--- src/rtl/e203_exu_bjp_resolve_pkg.sv ---
// Shared constants and types for the branch/jump resolve block.
package e203_exu_bjp_resolve_pkg;

   localparam int unsigned E203_PC_SIZE = 32;
   localparam int unsigned BJP_CNT_W    = 16;
   localparam int unsigned STATE_W      = 1;

   typedef enum logic [STATE_W-1:0] {
      ST_IDLE  = 1'b0,
      ST_FLUSH = 1'b1
   } state_e;

   // Flush target adder operands captured on a mispredict.
   typedef struct packed {
      logic [E203_PC_SIZE-1:0] op1;
      logic [E203_PC_SIZE-1:0] op2;
   } flush_tgt_t;

endpackage

--- src/rtl/e203_exu_bjp_resolve_satcnt.sv ---
// 16-bit counter that increments on inc and sticks at all-ones.
module e203_exu_bjp_satcnt
   import e203_exu_bjp_resolve_pkg::*;
(
   input  logic                 clk,
   input  logic                 rst_n,
   input  logic                 inc,
   output logic [BJP_CNT_W-1:0] cnt
);

   logic                 at_max;
   logic [BJP_CNT_W-1:0] cnt_nxt;

   assign at_max  = &cnt;
   assign cnt_nxt = cnt + BJP_CNT_W'(1);

   sirv_gnrl_dfflr #(.DW(BJP_CNT_W)) u_cnt (
      .clk   (clk),
      .rst_n (rst_n),
      .lden  (inc & ~at_max),
      .dnxt  (cnt_nxt),
      .qout  (cnt)
   );

endmodule

--- src/rtl/sirv_gnrl_dfflr.sv ---
// General-purpose flop with load enable and async active-low reset to zero.
module sirv_gnrl_dfflr #(
   parameter int unsigned DW = 32
) (
   input  logic          clk,
   input  logic          rst_n,
   input  logic          lden,
   input  logic [DW-1:0] dnxt,
   output logic [DW-1:0] qout
);

   always_ff @(posedge clk or negedge rst_n) begin
      if (!rst_n) qout <= '0;
      else if (lden) qout <= dnxt;
   end

endmodule

--- src/rtl/e203_exu_bjp_resolve.sv ---
// Branch/jump resolution: commits correct predictions, requests an IFU flush
// on a mispredict and keeps saturating branch/mispredict statistics.
module e203_exu_bjp_resolve
   import e203_exu_bjp_resolve_pkg::*;
(
   input  logic                    clk,
   input  logic                    rst_n,
   input  logic                    bjp_i_valid,
   output logic                    bjp_i_ready,
   input  logic                    bjp_i_prdt_taken,
   input  logic                    bjp_i_rslv_taken,
   input  logic [E203_PC_SIZE-1:0] bjp_i_tgt_op1,
   input  logic [E203_PC_SIZE-1:0] bjp_i_tgt_op2,
   output logic                    flush_req,
   input  logic                    flush_ack,
   output logic [E203_PC_SIZE-1:0] flush_add_op1,
   output logic [E203_PC_SIZE-1:0] flush_add_op2,
   input  logic                    kill,
   output logic                    cmt_valid,
   output logic                    cmt_mispred,
   output logic [BJP_CNT_W-1:0]    bjp_cnt,
   output logic [BJP_CNT_W-1:0]    mispred_cnt
);

   logic [STATE_W-1:0] state_r;
   state_e             state_q;
   state_e             state_nxt;
   logic               accept;
   logic               mispred;
   logic               tgt_ld;
   logic               cmt_set;
   logic               cmt_mis_nxt;
   flush_tgt_t         tgt_d;
   flush_tgt_t         tgt_q;

   assign state_q     = state_e'(state_r);
   assign bjp_i_ready = (state_q == ST_IDLE) & ~kill;
   assign accept      = bjp_i_valid & bjp_i_ready;
   assign mispred     = bjp_i_prdt_taken ^ bjp_i_rslv_taken;
   assign flush_req   = (state_q == ST_FLUSH);

   // Next state and commit decision; kill outranks a same-cycle ack.
   always_comb begin
      state_nxt   = state_q;
      tgt_ld      = 1'b0;
      cmt_set     = 1'b0;
      cmt_mis_nxt = 1'b0;
      case (state_q)
         ST_IDLE: begin
            if (accept) begin
               if (mispred) begin
                  tgt_ld    = 1'b1;
                  state_nxt = ST_FLUSH;
               end else begin
                  cmt_set = 1'b1;
               end
            end
         end
         ST_FLUSH: begin
            if (kill) begin
               state_nxt = ST_IDLE;
            end else if (flush_ack) begin
               state_nxt   = ST_IDLE;
               cmt_set     = 1'b1;
               cmt_mis_nxt = 1'b1;
            end
         end
         default: state_nxt = ST_IDLE;
      endcase
   end

   sirv_gnrl_dfflr #(.DW(STATE_W)) u_state (
      .clk   (clk),
      .rst_n (rst_n),
      .lden  (1'b1),
      .dnxt  (STATE_W'(state_nxt)),
      .qout  (state_r)
   );

   assign tgt_d = '{op1: bjp_i_tgt_op1, op2: bjp_i_tgt_op2};

   sirv_gnrl_dfflr #(.DW($bits(flush_tgt_t))) u_tgt (
      .clk   (clk),
      .rst_n (rst_n),
      .lden  (tgt_ld),
      .dnxt  (tgt_d),
      .qout  (tgt_q)
   );

   assign flush_add_op1 = tgt_q.op1;
   assign flush_add_op2 = tgt_q.op2;

   sirv_gnrl_dfflr #(.DW(2)) u_cmt (
      .clk   (clk),
      .rst_n (rst_n),
      .lden  (1'b1),
      .dnxt  ({cmt_set, cmt_mis_nxt}),
      .qout  ({cmt_valid, cmt_mispred})
   );

   // Counters advance on the same edge that raises cmt_valid.
   e203_exu_bjp_satcnt u_bjp_cnt (
      .clk   (clk),
      .rst_n (rst_n),
      .inc   (cmt_set),
      .cnt   (bjp_cnt)
   );

   e203_exu_bjp_satcnt u_mispred_cnt (
      .clk   (clk),
      .rst_n (rst_n),
      .inc   (cmt_set & cmt_mis_nxt),
      .cnt   (mispred_cnt)
   );

endmodule

--- config.mk ---
export PLATFORM = sky130hd
export DESIGN_NAME = e203_exu_bjp_resolve
export DESIGN_NICKNAME = d
export VERILOG_FILES = /design/src/rtl/e203_exu_bjp_resolve_pkg.sv /design/src/rtl/e203_exu_bjp_resolve_satcnt.sv /design/src/rtl/sirv_gnrl_dfflr.sv /design/src/rtl/e203_exu_bjp_resolve.sv
export SDC_FILE = /design/constraint.sdc
export NUM_CORES = 1
export LEC_CHECK = 0
export BUFFER_PORTS_ARGS = -buffer_cell sky130_fd_sc_hd__buf_2
export CAP_MARGIN = 15
export CORE_UTILIZATION = 43
export DETAILED_ROUTE_END_ITERATION = 6
export PLACE_DENSITY = 0.87
export SETUP_SLACK_MARGIN = 0.2
export SKIP_LAST_GASP = 1
export SYNTH_ARGS = -nofsm -noshare
export SYNTH_HDL_FRONTEND = slang
export SYNTH_SLANG_ARGS = --single-unit
--- constraint.sdc ---
create_clock -name clk -period 1.55 [get_ports clk]
set_input_delay 0.0775 -clock clk [delete_from_list [all_inputs] [get_ports clk]]
set_output_delay 0.0775 -clock clk [all_outputs]
set_load 0.05 [all_outputs]
; ---- Word level (Yosys, flattened, before mapping)
; Index checks and enable logic that the tools add are counted.
[op_classes]
shift = 0
n_lt_le_gt_ge = 0
mux = 12
n_eq_ne = 0
addsub = 2
reduce_logical = 2
multipliers = 0
n_div = 0
n_bitwise = 10
[op_table]
columns = op, count
row1 = $add A16 B1 Y16 const B, 2
row2 = $reduce_and A16 Y1, 2
row3 = $mux W1, 10
row4 = $and A1 B1 Y1, 5
row5 = $not A1 Y1, 4
row6 = $pmux W1 S2, 2
row7 = $xor A1 B1 Y1, 1
[totals]
reg_bits = 99
rom_bits = 0
inputBits = 71
out_inout_bits = 100
wordCells = 31
latchBits = 0
memories = 0
ram_bits = 0

; ---- Logic depth before layout (Yosys ltp)
; Gate-level depths: netlist of the first run.
[logic_depth]
ltp_word = 7
mapped_depth = 6
mapped_depth_nobuf = 6

; ---- By module
; From an unflattened synthesis of the first run, not the netlist that was laid out.
[hier_totals]
hier_cells = 309
area_unflattened_um2 = 4800.9
[modules_own_cells]
columns = module, area_per_inst_um2, instances, seq_area_each_um2, cells_per_inst
row1 = sirv_gnrl_dfflr at u_tgt, 2678.8, 1, 1601.5, 135
row2 = sirv_gnrl_dfflr at u_bjp_cnt.u_cnt ..., 649.4, 2, 400.4, 34
row3 = e203_exu_bjp_satcnt, 311.5, 2, 0.0, 45
row4 = e203_exu_bjp_resolve, 87.6, 1, 0.0, 10
row5 = sirv_gnrl_dfflr at u_cmt, 72.6, 1, 50.0, 4
row6 = sirv_gnrl_dfflr at u_state, 40.0, 1, 25.0, 2

; ---- Worst setup path after synthesis of the first run
; No wires, ideal clock.
[synth_path]
kind = register to register
from = register u_state.qout
to = register u_bjp_cnt.u_cnt.qout[14]
synth_period_minus_slack_ps = 2281
path_stages_with_launch = 6
t_arrival_ps = 2156
path_slack_ps = -731
required_time_ps = 1425
setup_time_ps = 125
path_buffers = 0
path_cell_list = dfrtp_1 nor2_2 a31oi_4 nor4_4 nand3_1 mux2_4
[synth_via]
elab_chain_len = 6
[synth_lines]
columns = item, line_no
row1 = from (decl), sirv_gnrl_dfflr.sv:9  ; output logic [DW-1:0] qout
row2 = from (signal assigned), sirv_gnrl_dfflr.sv:14  ; else if (lden) qout <= dnxt;
row3 = $not A1 Y1, n/a
row4 = $and A1 B1 Y1, e203_exu_bjp_resolve.sv:37  ; assign bjp_i_ready = (state_q == ST_IDLE) & ~kill;
row5 = via bjp_i_ready, e203_exu_bjp_resolve.sv:9  ; output logic bjp_i_ready,
row6 = $and A1 B1 Y1, e203_exu_bjp_resolve.sv:38  ; assign accept = bjp_i_valid & bjp_i_ready;
row7 = $mux W1, e203_exu_bjp_resolve.sv:50  ; if (accept) begin
row8 = $pmux W1 S2, e203_exu_bjp_resolve.sv:48  ; case (state_q)
row9 = $and A1 B1 Y1, e203_exu_bjp_resolve_satcnt.sv:20  ; .lden (inc & ~at_max),
row10 = to (signal assigned), sirv_gnrl_dfflr.sv:14
row11 = to (decl), sirv_gnrl_dfflr.sv:9
; The timed path passes the listed nets, and every way through them passes these cells.
; A chain may end at the register's enable or synchronous reset.

; ---- Worst setup path in the final report of the first run
[layout_path]
from = register u_mispred_cnt.u_cnt.qout[1]
to = register u_mispred_cnt.u_cnt.qout[7]
[layout_via]
elab_chain_len = 3
word_cells_on_any_way = 4
cone_classes = add/sub: 1 / bitwise: 2 / reduce/logical: 1
[layout_lines]
columns = item, line_no
row1 = from (decl), sirv_gnrl_dfflr.sv:9
row2 = from (signal assigned), sirv_gnrl_dfflr.sv:14
row3 = branches (longest 3 deep; another with $add A16 B1 Y16), n/a
; Several ways; the timed one is not identified.

==> results.md, run 1 <==
Global routing:
- The via count of the first global-routing pass came to just under 4000.
- The pin count of the biggest net entering global routing is 52.
- The wire length of the first global-routing pass is between 20 and 25 mm.
- The initial antenna violation count came to 0.
- Global routing used 26.8% of the available tracks.
- The total congestion overflow after global routing is 0.

Worst setup path:
- For flop-to-flop paths, the worst setup slack is -0.09 ns.
- Data on the critical path is required at its endpoint by 1.77 ns.
- STA classifies the critical path startpoint as a flip-flop.
- The kind of end point of the critical path is a flip-flop.
- The kind of critical path is flip-flop to flip-flop.
- At the worst endpoint, the arrival time is 1.86 ns.
- Of all nets on the critical path, the largest fanout is 6.

Floorplanning:
- The floorplan has 34 rows.
- The number of primary I/O pins is 171.
- The height of the die is 98.6 um.
- The total area inside the core boundary comes to 8890 sq um.
- The initial utilization of the core area, before any placement, comes to between 40% and 50%.
- The area of the die is just under 10000 sq um.
- The floorplan step set the die width to 98.6 um.

Power and ir drop:
- The internal power summed over all cells is between 5 and 6 mW.
- The combinational group share of total power is 46.2%.
- The highest ir drop seen on vdd is 0.000952 V.
- For this design the ratio of total power to cell area is 1350 nW/um^2.
- The clock group share of total power is between 10% and 20%.
- The switching power share of the total is 43.0%.
- The static leakage is 3.70 nW.
- The register share of total power is 36.6%.
- Summed over all nets, the switching power comes to 4.16 mW.

STA:
- For the pin with the worst max-slew slack, the measured transition is ~0.37 ns.
- The post-route minimum period is 1.64 ns.
- Dividing the final minimum period by the clock period gives 106%.
- The remaining max-slew budget at the tightest pin is 75.1%.
- The total count of max-transition violations in the final report is 0.
- The post-route worst hold slack is 0.0614 ns.
- Setup total negative slack on the finished layout was measured at -0.845 ns.
- The setup slack after layout is -0.0865 ns.
- The final worst clock skew is 0.0227 ns.
- The number of hold violations in the final report is 0.
- Setup repair after global routing could not meet its margin everywhere.
- The maximum clock rate is 0.611 GHz.
- Setup violations remaining at the end of the flow were counted as 25.

Clocking:
- Clock tree synthesis inserted a total of 9 buffers.
- The CTS tree is yes.
- The master cell of the clock root buffer is sky130_fd_sc_hd__clkbuf_8.
- Clock-pin slew was measured on the worst setup and hold paths at 0.10 ns.
- The insertion delay of the later-clocked pin in the worst-skew pair is about 0.36 ns.
- The H-tree was split into 3 levels.
- The maximum number of buffers from clock root to sink is 2.
- The clock net in this run drives a total of just under 100 sinks.

Synthesis:
- After synthesis, the share of flip-flops with an asynchronous set or reset is 100%.
- The number of distinct library cells after synthesis is 34.
- For this run, the leading register cell type out of synthesis is sky130_fd_sc_hd__dfrtp_1.
- The most common cell in the synthesized netlist is sky130_fd_sc_hd__dfrtp_1.
- The share of the yosys chip area belonging to registers is about 62%.
- Sorting the synthesized cells by area gives the leading types as sky130_fd_sc_hd__dfrtp_1 62%, sky130_fd_sc_hd__mux2_1 16%, sky130_fd_sc_hd__xnor2_1 4.1%, sky130_fd_sc_hd__mux2_2 2.8%, sky130_fd_sc_hd__nand4_1 1.7%.
- The number of nets in the synthesized netlist is 354.
- The count of mapped cells out of synthesis is 281.
- The count of flip-flops with a built-in enable after synthesis is 0.
- The number of warnings issued by yosys is 0.
- By count the netlist is led by 99 x sky130_fd_sc_hd__dfrtp_1, 56 x sky130_fd_sc_hd__mux2_1, 19 x sky130_fd_sc_hd__xnor2_1, 13 x sky130_fd_sc_hd__nand2_1, 11 x sky130_fd_sc_hd__nand4_1.
- The average size of a mapped cell is 14.3 sq um.
- In this run the cell area of the synthesized design comes to 4020 sq um.
- The fraction of post-synthesis cell area in the top cell type by area is 61.7%.
- After synthesis the netlist holds a flip-flop and latch count of 99.
- The library cell occupying the most area in the post-synthesis netlist is sky130_fd_sc_hd__dfrtp_1.

Drt:
- In this run the remaining antenna-violating nets after routing total 0.
- In the routed design, unresolved DRC markers number 0.
- Summing over every cut layer, the via total after detailed routing is approximately 3500.
- After detailed routing, the total wire length is 12.8 mm.
- In the routed layout, each cell is associated on average with a via count of about 5.
- The iteration-0 DRC count of the detailed router is 81.
- The first-pass detailed-route iteration total is 4.
- The detail-routed net length per standard cell is between 15 and 20 um.

Place:
- The congestion estimate from routability-driven global placement came to 0.867.
- In this run the tool buffered the top-level ports with 170 buffer cells.
- The total half-perimeter wirelength after legalization and detailed placement is slightly below 7 mm.

Flow run:
- The number of max-cap violations is 0.

Finish:
- The area growth from synthesis to layout is 78.6%.
- The antenna diode count is 0.
- The share of cells above drive strength 1 is 65.4%.
- In the final design database the tool counted about 670 nets.

Status:
- The flow ran to the end, but the final reports show violations.
- The checks that failed: setup timing.

Hold path:
- The type of the worst min-delay path is input pin to flip-flop.
-- placed cells by master (no fill, tap or decap), types with 5 or more instances in the layout --
cell	instances
sky130_fd_sc_hd__buf_16	9
sky130_fd_sc_hd__buf_12	6
sky130_fd_sc_hd__clkbuf_8	9
sky130_fd_sc_hd__dfrtp_1	71
sky130_fd_sc_hd__buf_4	43
sky130_fd_sc_hd__nand4_1	11
sky130_fd_sc_hd__buf_2	168
sky130_fd_sc_hd__mux2_2	10
sky130_fd_sc_hd__dlygate4sd3_1	66
sky130_fd_sc_hd__xor2_1	7
sky130_fd_sc_hd__dfrtp_2	28
sky130_fd_sc_hd__mux2_4	57
sky130_fd_sc_hd__nand2_1	8
sky130_fd_sc_hd__buf_6	15
sky130_fd_sc_hd__nor2_4	5
sky130_fd_sc_hd__nand3_1	7
sky130_fd_sc_hd__xnor2_1	18
-- layer usage --
metal | part of all wire [%] | GRT usage (%)
met5 | 0 | 0
met4 | 3.1 | 9.41
met3 | 5.1 | 5.60
met2 | 52 | 49.2
met1 | 40 | 30.9
-- flip-flops by register name (all words and copies together), names as in the netlist --
register                  cells
u_mispred_cnt.u_cnt.qout     16
u_tgt.qout                   64
u_cmt.qout                    2
u_bjp_cnt.u_cnt.qout         16
u_state.qout                  1
-- critical path, cell delays in order (launching register included) --
cell	delay, ns
sky130_fd_sc_hd__dfrtp_2	0.40
sky130_fd_sc_hd__ha_4	0.14
sky130_fd_sc_hd__and4_4	0.23
sky130_fd_sc_hd__nand2b_4	0.09
sky130_fd_sc_hd__o31ai_4	0.25
sky130_fd_sc_hd__buf_6	0.20
sky130_fd_sc_hd__nor3_2	0.06
sky130_fd_sc_hd__xor2_1	0.15
-- area by class of cell --
cell class | count | area (sq um)
sequential | 99 | 2510
timing repair buffer | 309 | 2410
multi-input combinational | 169 | 1900
fill | 490 | 1720
tap | 108 | 135
clock buffer | 10 | 128
clock inverter | 6 | 67.6
inverter | 5 | 20.0
-- logic make-up (layout without fill, tap and decap cells) --
| logic type | after synthesis | count (layout) | share of synthesized area, % |
|---|---|---|---|
| mux | 67 | 67 | 18.9 |
| buf+inv | 13 | 330 | 1.53 |
| fa+ha+maj | 2 | 2 | 0.623 |
| compound gates | 7 | 7 | 1.93 |
| simple gates | 66 | 66 | 9.28 |
| flops | 99 | 99 | 61.7 |
| xor+xnor | 27 | 27 | 6.07 |
-- power by group through the flow --
stage,Sequential (mW),Combinational (mW),Clock [mW]
finish,3.54,4.46,1.65
global route,3.60,4.65,1.79
CTS,3.49,4.35,1.69
detailed placement,3.54,4.01,0
global placement,3.49,3.94,0
floorplan,5.56,0.887,0
-- what timing repair did --
item / CTS / global route
hold buffers: 66 / 0
gates resized for setup: 44 / 19
endpoints found under the hold margin: 104 / 0
gates cloned: 8 / 2
pin swaps: 22 / 17
setup endpoints to repair: 96 / 98
buffers inserted: 16 / 8
-- metrics by stage --
step	power, mW	setup WS [ns]	area, sq um	std cells	util (%)
after floorplan	6.45	-0.286	4380	281	-
after global placement	7.43	-0.0762	5590	590	62.9
after detailed placement	7.55	-0.162	5590	590	62.9
after CTS	9.53	-0.0540	6980	696	78.5
after global routing	10.0	-0.149	7170	706	80.7
final	9.66	-0.0865	7170	706	80.7
-- final timing paths --
check | from | end | depth (start not counted)
hold reg to reg | u_mispred_cnt.u_cnt.qout[10]$_DFFE_PN0P_ | u_mispred_cnt.u_cnt.qout[10]$_DFFE_PN0P_ | 1
hold / removal | kill | u_state.qout$_DFF_PN0_ | 3
min in group asynchronous | rst_n | u_tgt.qout[5]$_DFFE_PN0P_ | 2
setup reg to reg | u_mispred_cnt.u_cnt.qout[1]$_DFFE_PN0P_ | u_mispred_cnt.u_cnt.qout[7]$_DFFE_PN0P_ | 7
max in group asynchronous | rst_n | u_mispred_cnt.u_cnt.qout[7]$_DFFE_PN0P_ | 3
setup / recovery | u_mispred_cnt.u_cnt.qout[1]$_DFFE_PN0P_ | u_mispred_cnt.u_cnt.qout[7]$_DFFE_PN0P_ | 7
Note: power is estimated with default switching activity, not from simulation.
==> run 2: changes to the inputs <==
--- a/config.mk
+++ b/config.mk
@@ -6,9 +6,9 @@
 export NUM_CORES = 1
 export LEC_CHECK = 0
-export BUFFER_PORTS_ARGS = -buffer_cell sky130_fd_sc_hd__buf_2
 export CAP_MARGIN = 15
-export CORE_UTILIZATION = 43
+export CORE_UTILIZATION = 62
 export DETAILED_ROUTE_END_ITERATION = 6
-export PLACE_DENSITY = 0.87
+export DONT_BUFFER_PORTS = 1
+export PLACE_DENSITY = 0.89
 export SETUP_SLACK_MARGIN = 0.2
 export SKIP_LAST_GASP = 1
==> constraint.sdc (replaced) <==
create_clock -name clk -period 1.7 [get_ports clk]
set_input_delay 0.34 -clock clk [delete_from_list [all_inputs] [get_ports clk]]
set_output_delay 0.34 -clock clk [all_outputs]
set_load 0.05 [all_outputs]
==> results.md, run 2 (synthesis results as in run 1) <==
STA:
- The post-route clock period utilization is 112% (was 106%).
- RSZ-0062 raised after global routing: yes (unchanged).
- The total of endpoints with negative setup slack in the final report is 26 (was 25).
- The post-route worst hold slack is -0.355 ns (was 0.0614 ns).
- The post-route minimum period is 1.90 ns (was 1.64 ns).
- The remaining max-slew budget at the tightest pin is 58.7% (was 75.1%).
- The pin slew with the least headroom to its limit came to 0.615 ns (was 0.373 ns).
- The final worst clock skew is 0.0167 ns (was 0.0227 ns).
- The setup slack after layout came to -0.198 ns (was -0.0865 ns).
- The number of hold violations in the final report is 99 (was 0).
- The maximum clock rate is 0.527 GHz (was 0.611 GHz).
- The total count of max-transition violations in the final report is 0 (unchanged).

Worst setup path:
- The critical path data required time is 1.94 ns (was 1.77 ns).
- The critical path arrival is 2.14 ns (was 1.86 ns).
- The launch point of the critical path is u_mispred_cnt.u_cnt.qout[1]$_DFFE_PN0P_ (unchanged).
- The peak fanout along the critical path is 4 (was 6).
- The startpoint type of the worst setup path is a flip-flop (unchanged).
- The kind of end point of the critical path was a flip-flop (unchanged).
- The delay contributed by the slowest stage of the critical path is 0.51 ns (was 0.40 ns).
- The reg-to-reg setup timing slack is -0.20 ns (was -0.09 ns).
- The cell family with the largest share of critical-path delay is simple AND/OR/NAND/NOR gates (was flip-flops).
- The critical path's slowest cell is sky130_fd_sc_hd__nor3_1 (was sky130_fd_sc_hd__dfrtp_2).
- The start of the worst register-to-register path is u_mispred_cnt.u_cnt.qout[1]$_DFFE_PN0P_ (unchanged).
- The buffers plus inverters on the worst setup path is 1 (unchanged).
- Cell-by-cell listing of the critical path: buf_4 > nand3_1 > nor3_1 > nand4_1 > xnor2_1 (was ha_4 > and4_4 > nand2b_4 > o31ai_4 > buf_6 > nor3_2 > xor2_1).
- The kind of critical path is flip-flop to flip-flop (unchanged).

Clocking:
- The H-tree depth came to 3 (unchanged).
- The CTS buffer count is 9 (unchanged).
- The maximum number of buffers from clock root to sink is 2 (unchanged).
- The master cell of the clock root buffer is sky130_fd_sc_hd__clkbuf_8 (unchanged).
- The CTS tree is yes (unchanged).
- The insertion delay of the later-clocked pin in the worst-skew pair is 0.37 ns (was 0.36 ns).
- The TritonCTS sink count is 99 (unchanged).
- The clock input transition at the sequential cells of the worst setup and hold paths was 0.11 ns (was 0.10 ns).

Global routing:
- The total congestion overflow after global routing came to 0 (unchanged).
- The wire length of the first global-routing pass is 15.1 mm (was 20.0 mm).
- The pin count of the biggest net entering global routing is 100 (was 52).
- The overall track demand over capacity in global routing was 32.0% (was 26.8%).
- The via count of the first global-routing pass is 2843 (was 3845).
- The initial antenna violation count was 0 (unchanged).

Floorplanning:
- The number of primary I/O pins is 171 (unchanged).
- The die span in x came to 82.5 um (was 98.6 um).
- The height of the die was 82.5 um (was 98.6 um).
- The starting density of the core is 65.9% (was 45.2%).
- The cell row count came to 28 (was 34).
- The area of the die is 6800 sq um (was 9730 sq um).
- The total core area is 6100 sq um (was 8890 sq um).

Finish:
- The area growth from synthesis to layout is 38.3% (was 78.6%).
- The share of cells above drive strength 1 is 61.3% (was 65.4%).
- The number of flip-flops under the largest register name is 64 (unchanged).
- The antenna diode count is 0 (unchanged).
- Top library cells by usage in the layout, fill and taps aside: 71 x sky130_fd_sc_hd__dfrtp_1, 57 x sky130_fd_sc_hd__mux2_4, 52 x sky130_fd_sc_hd__buf_4, 28 x sky130_fd_sc_hd__dfrtp_2, 15 x sky130_fd_sc_hd__xnor2_1 (was 168 x sky130_fd_sc_hd__buf_2, 71 x sky130_fd_sc_hd__dfrtp_1, 66 x sky130_fd_sc_hd__dlygate4sd3_1, 57 x sky130_fd_sc_hd__mux2_4, 43 x sky130_fd_sc_hd__buf_4).
- The post-route core utilization came to 91.2% (was 80.7%).
- Registers with the most flip-flops: u_tgt.qout (64), u_bjp_cnt.u_cnt.qout (16), u_mispred_cnt.u_cnt.qout (16) (unchanged).
- The most frequent standard cell in the layout excluding fill and tap cells is sky130_fd_sc_hd__dfrtp_1 (was sky130_fd_sc_hd__buf_2).
- The final net count is 433 (was 666).
- The register with the most flip-flops is u_tgt.qout (unchanged).

Drt:
- The detailed-route wire length on metal 1 was 4.29 mm (was 5.07 mm).
- The number of antenna-violating nets in the routed design is 0 (unchanged).
- The detailed-route vias per instance is 6.61 (was 5.01).
- The met3 routed wirelength is 1.48 mm (was 654 um).
- The detail-routed net length per standard cell is 29.7 um (was 18.1 um).
- The via count is 2902 (was 3536).
- The first-pass detailed-route iteration total is 5 (was 4).
- The final routed DRC violation total is 0 (unchanged).
- The iteration-0 DRC count of the detailed router is 214 (was 81).
- The top layer used by detailed routing is met4 (unchanged).
- The total wirelength of the detailed-routed design is 13.0 mm (was 12.8 mm).
- The sum of met2 wire segment lengths after detailed routing came to 6.70 mm (was 6.69 mm).

Place:
- The last weighted congestion value of the routability-driven placer came to 0.795 (was 0.867).
- The number of port buffers is 0 (was 170).
- The total half-perimeter wirelength after legalization and detailed placement is 6.76 mm (was 6.94 mm).

Flow run:
- The number of max-cap violations came to 0 (unchanged).

Status:
- Outcome: complete, but fails checks (unchanged).
- Violated checks: hold timing, setup timing (was setup timing).

Power and ir drop:
- The static leakage is 2.73 nW (was 3.70 nW).
- The total power draw was 8.07 mW (was 9.66 mW).
- The areal power density over the cells is 1450 nW/um^2 (was 1350 nW/um^2).
- The highest ir drop seen on vdd is 0.00129 V (was 0.000952 V).

Hold path:
- The type of the worst min-delay path was input pin to asynchronous set/reset pin (was input pin to flip-flop).
-- run 2: what timing repair did --
item / in CTS / in global routing
buffers inserted: 13 / 10
resized for setup: 19 / 30
endpoints found under the hold margin: 99 / 99
pin swaps: 18 / 20
setup endpoints to repair: 70 / 95
gates cloned: 2 / 6
-- run 2: worst paths after layout --
path,cells after the start,endpoint
worst max-delay path,5,u_mispred_cnt.u_cnt.qout[15]$_DFFE_PN0P_
worst min-delay path,0,u_tgt.qout[21]$_DFFE_PN0P_
worst max register to register,5,u_mispred_cnt.u_cnt.qout[15]$_DFFE_PN0P_
worst min register to register,1,u_mispred_cnt.u_cnt.qout[10]$_DFFE_PN0P_
max in group asynchronous,0,u_mispred_cnt.u_cnt.qout[12]$_DFFE_PN0P_
min in group clk,1,u_state.qout$_DFF_PN0_
-- run 2: routing by layer --
metal / track usage (%) / up-vias
li1: - / 1147
met1: 34.4 / 1445
met2: 59.3 / 251
met3: 9.45 / 59
met4: 11.1 / 0
met5: 0 / -
-- run 2: final cells by class --
cell class	instances	area [sq um]
Tap cell	75	93.8
Timing Repair Buffer	76	860
Fill cell	207	539
Clock inverter	4	27.5
Sequential cell	99	2510
Inverter	5	18.8
Clock buffer	11	141
Multi-Input combinational cell	169	1900
-- run 2: power breakdown --
part,leakage (nW),switching (mW),internal (mW)
Clock,0.0774,0.809,0.563
Combinational,1.46,0.879,0.989
Sequential,1.19,1.98,2.85
-- run 2: per-stage QoR --
stage                     setup TNS (ns)  cells  instance area [sq um]  setup slack [ns]  hold WS [ns]
final                              -1.45    439                   5560            -0.198        -0.355
after detailed placement         -0.0393    393                   4760           -0.0217        0.0468
after global routing               -2.68    439                   5560            -0.231        -0.382
after global placement                 0    393                   4760             0.105        0.0467
after CTS                              0    423                   5180            0.0690        -0.344
after floorplan                    -6.29    281                   4380            -0.136        0.0444
-- run 2: worst register-to-register path, cell delays in order (launching register included) --
cell and delay (ns):
sky130_fd_sc_hd__dfrtp_2 0.41, sky130_fd_sc_hd__buf_4 0.24, sky130_fd_sc_hd__nand3_1 0.17, sky130_fd_sc_hd__nor3_1 0.51, sky130_fd_sc_hd__nand4_1 0.26, sky130_fd_sc_hd__xnor2_1 0.18
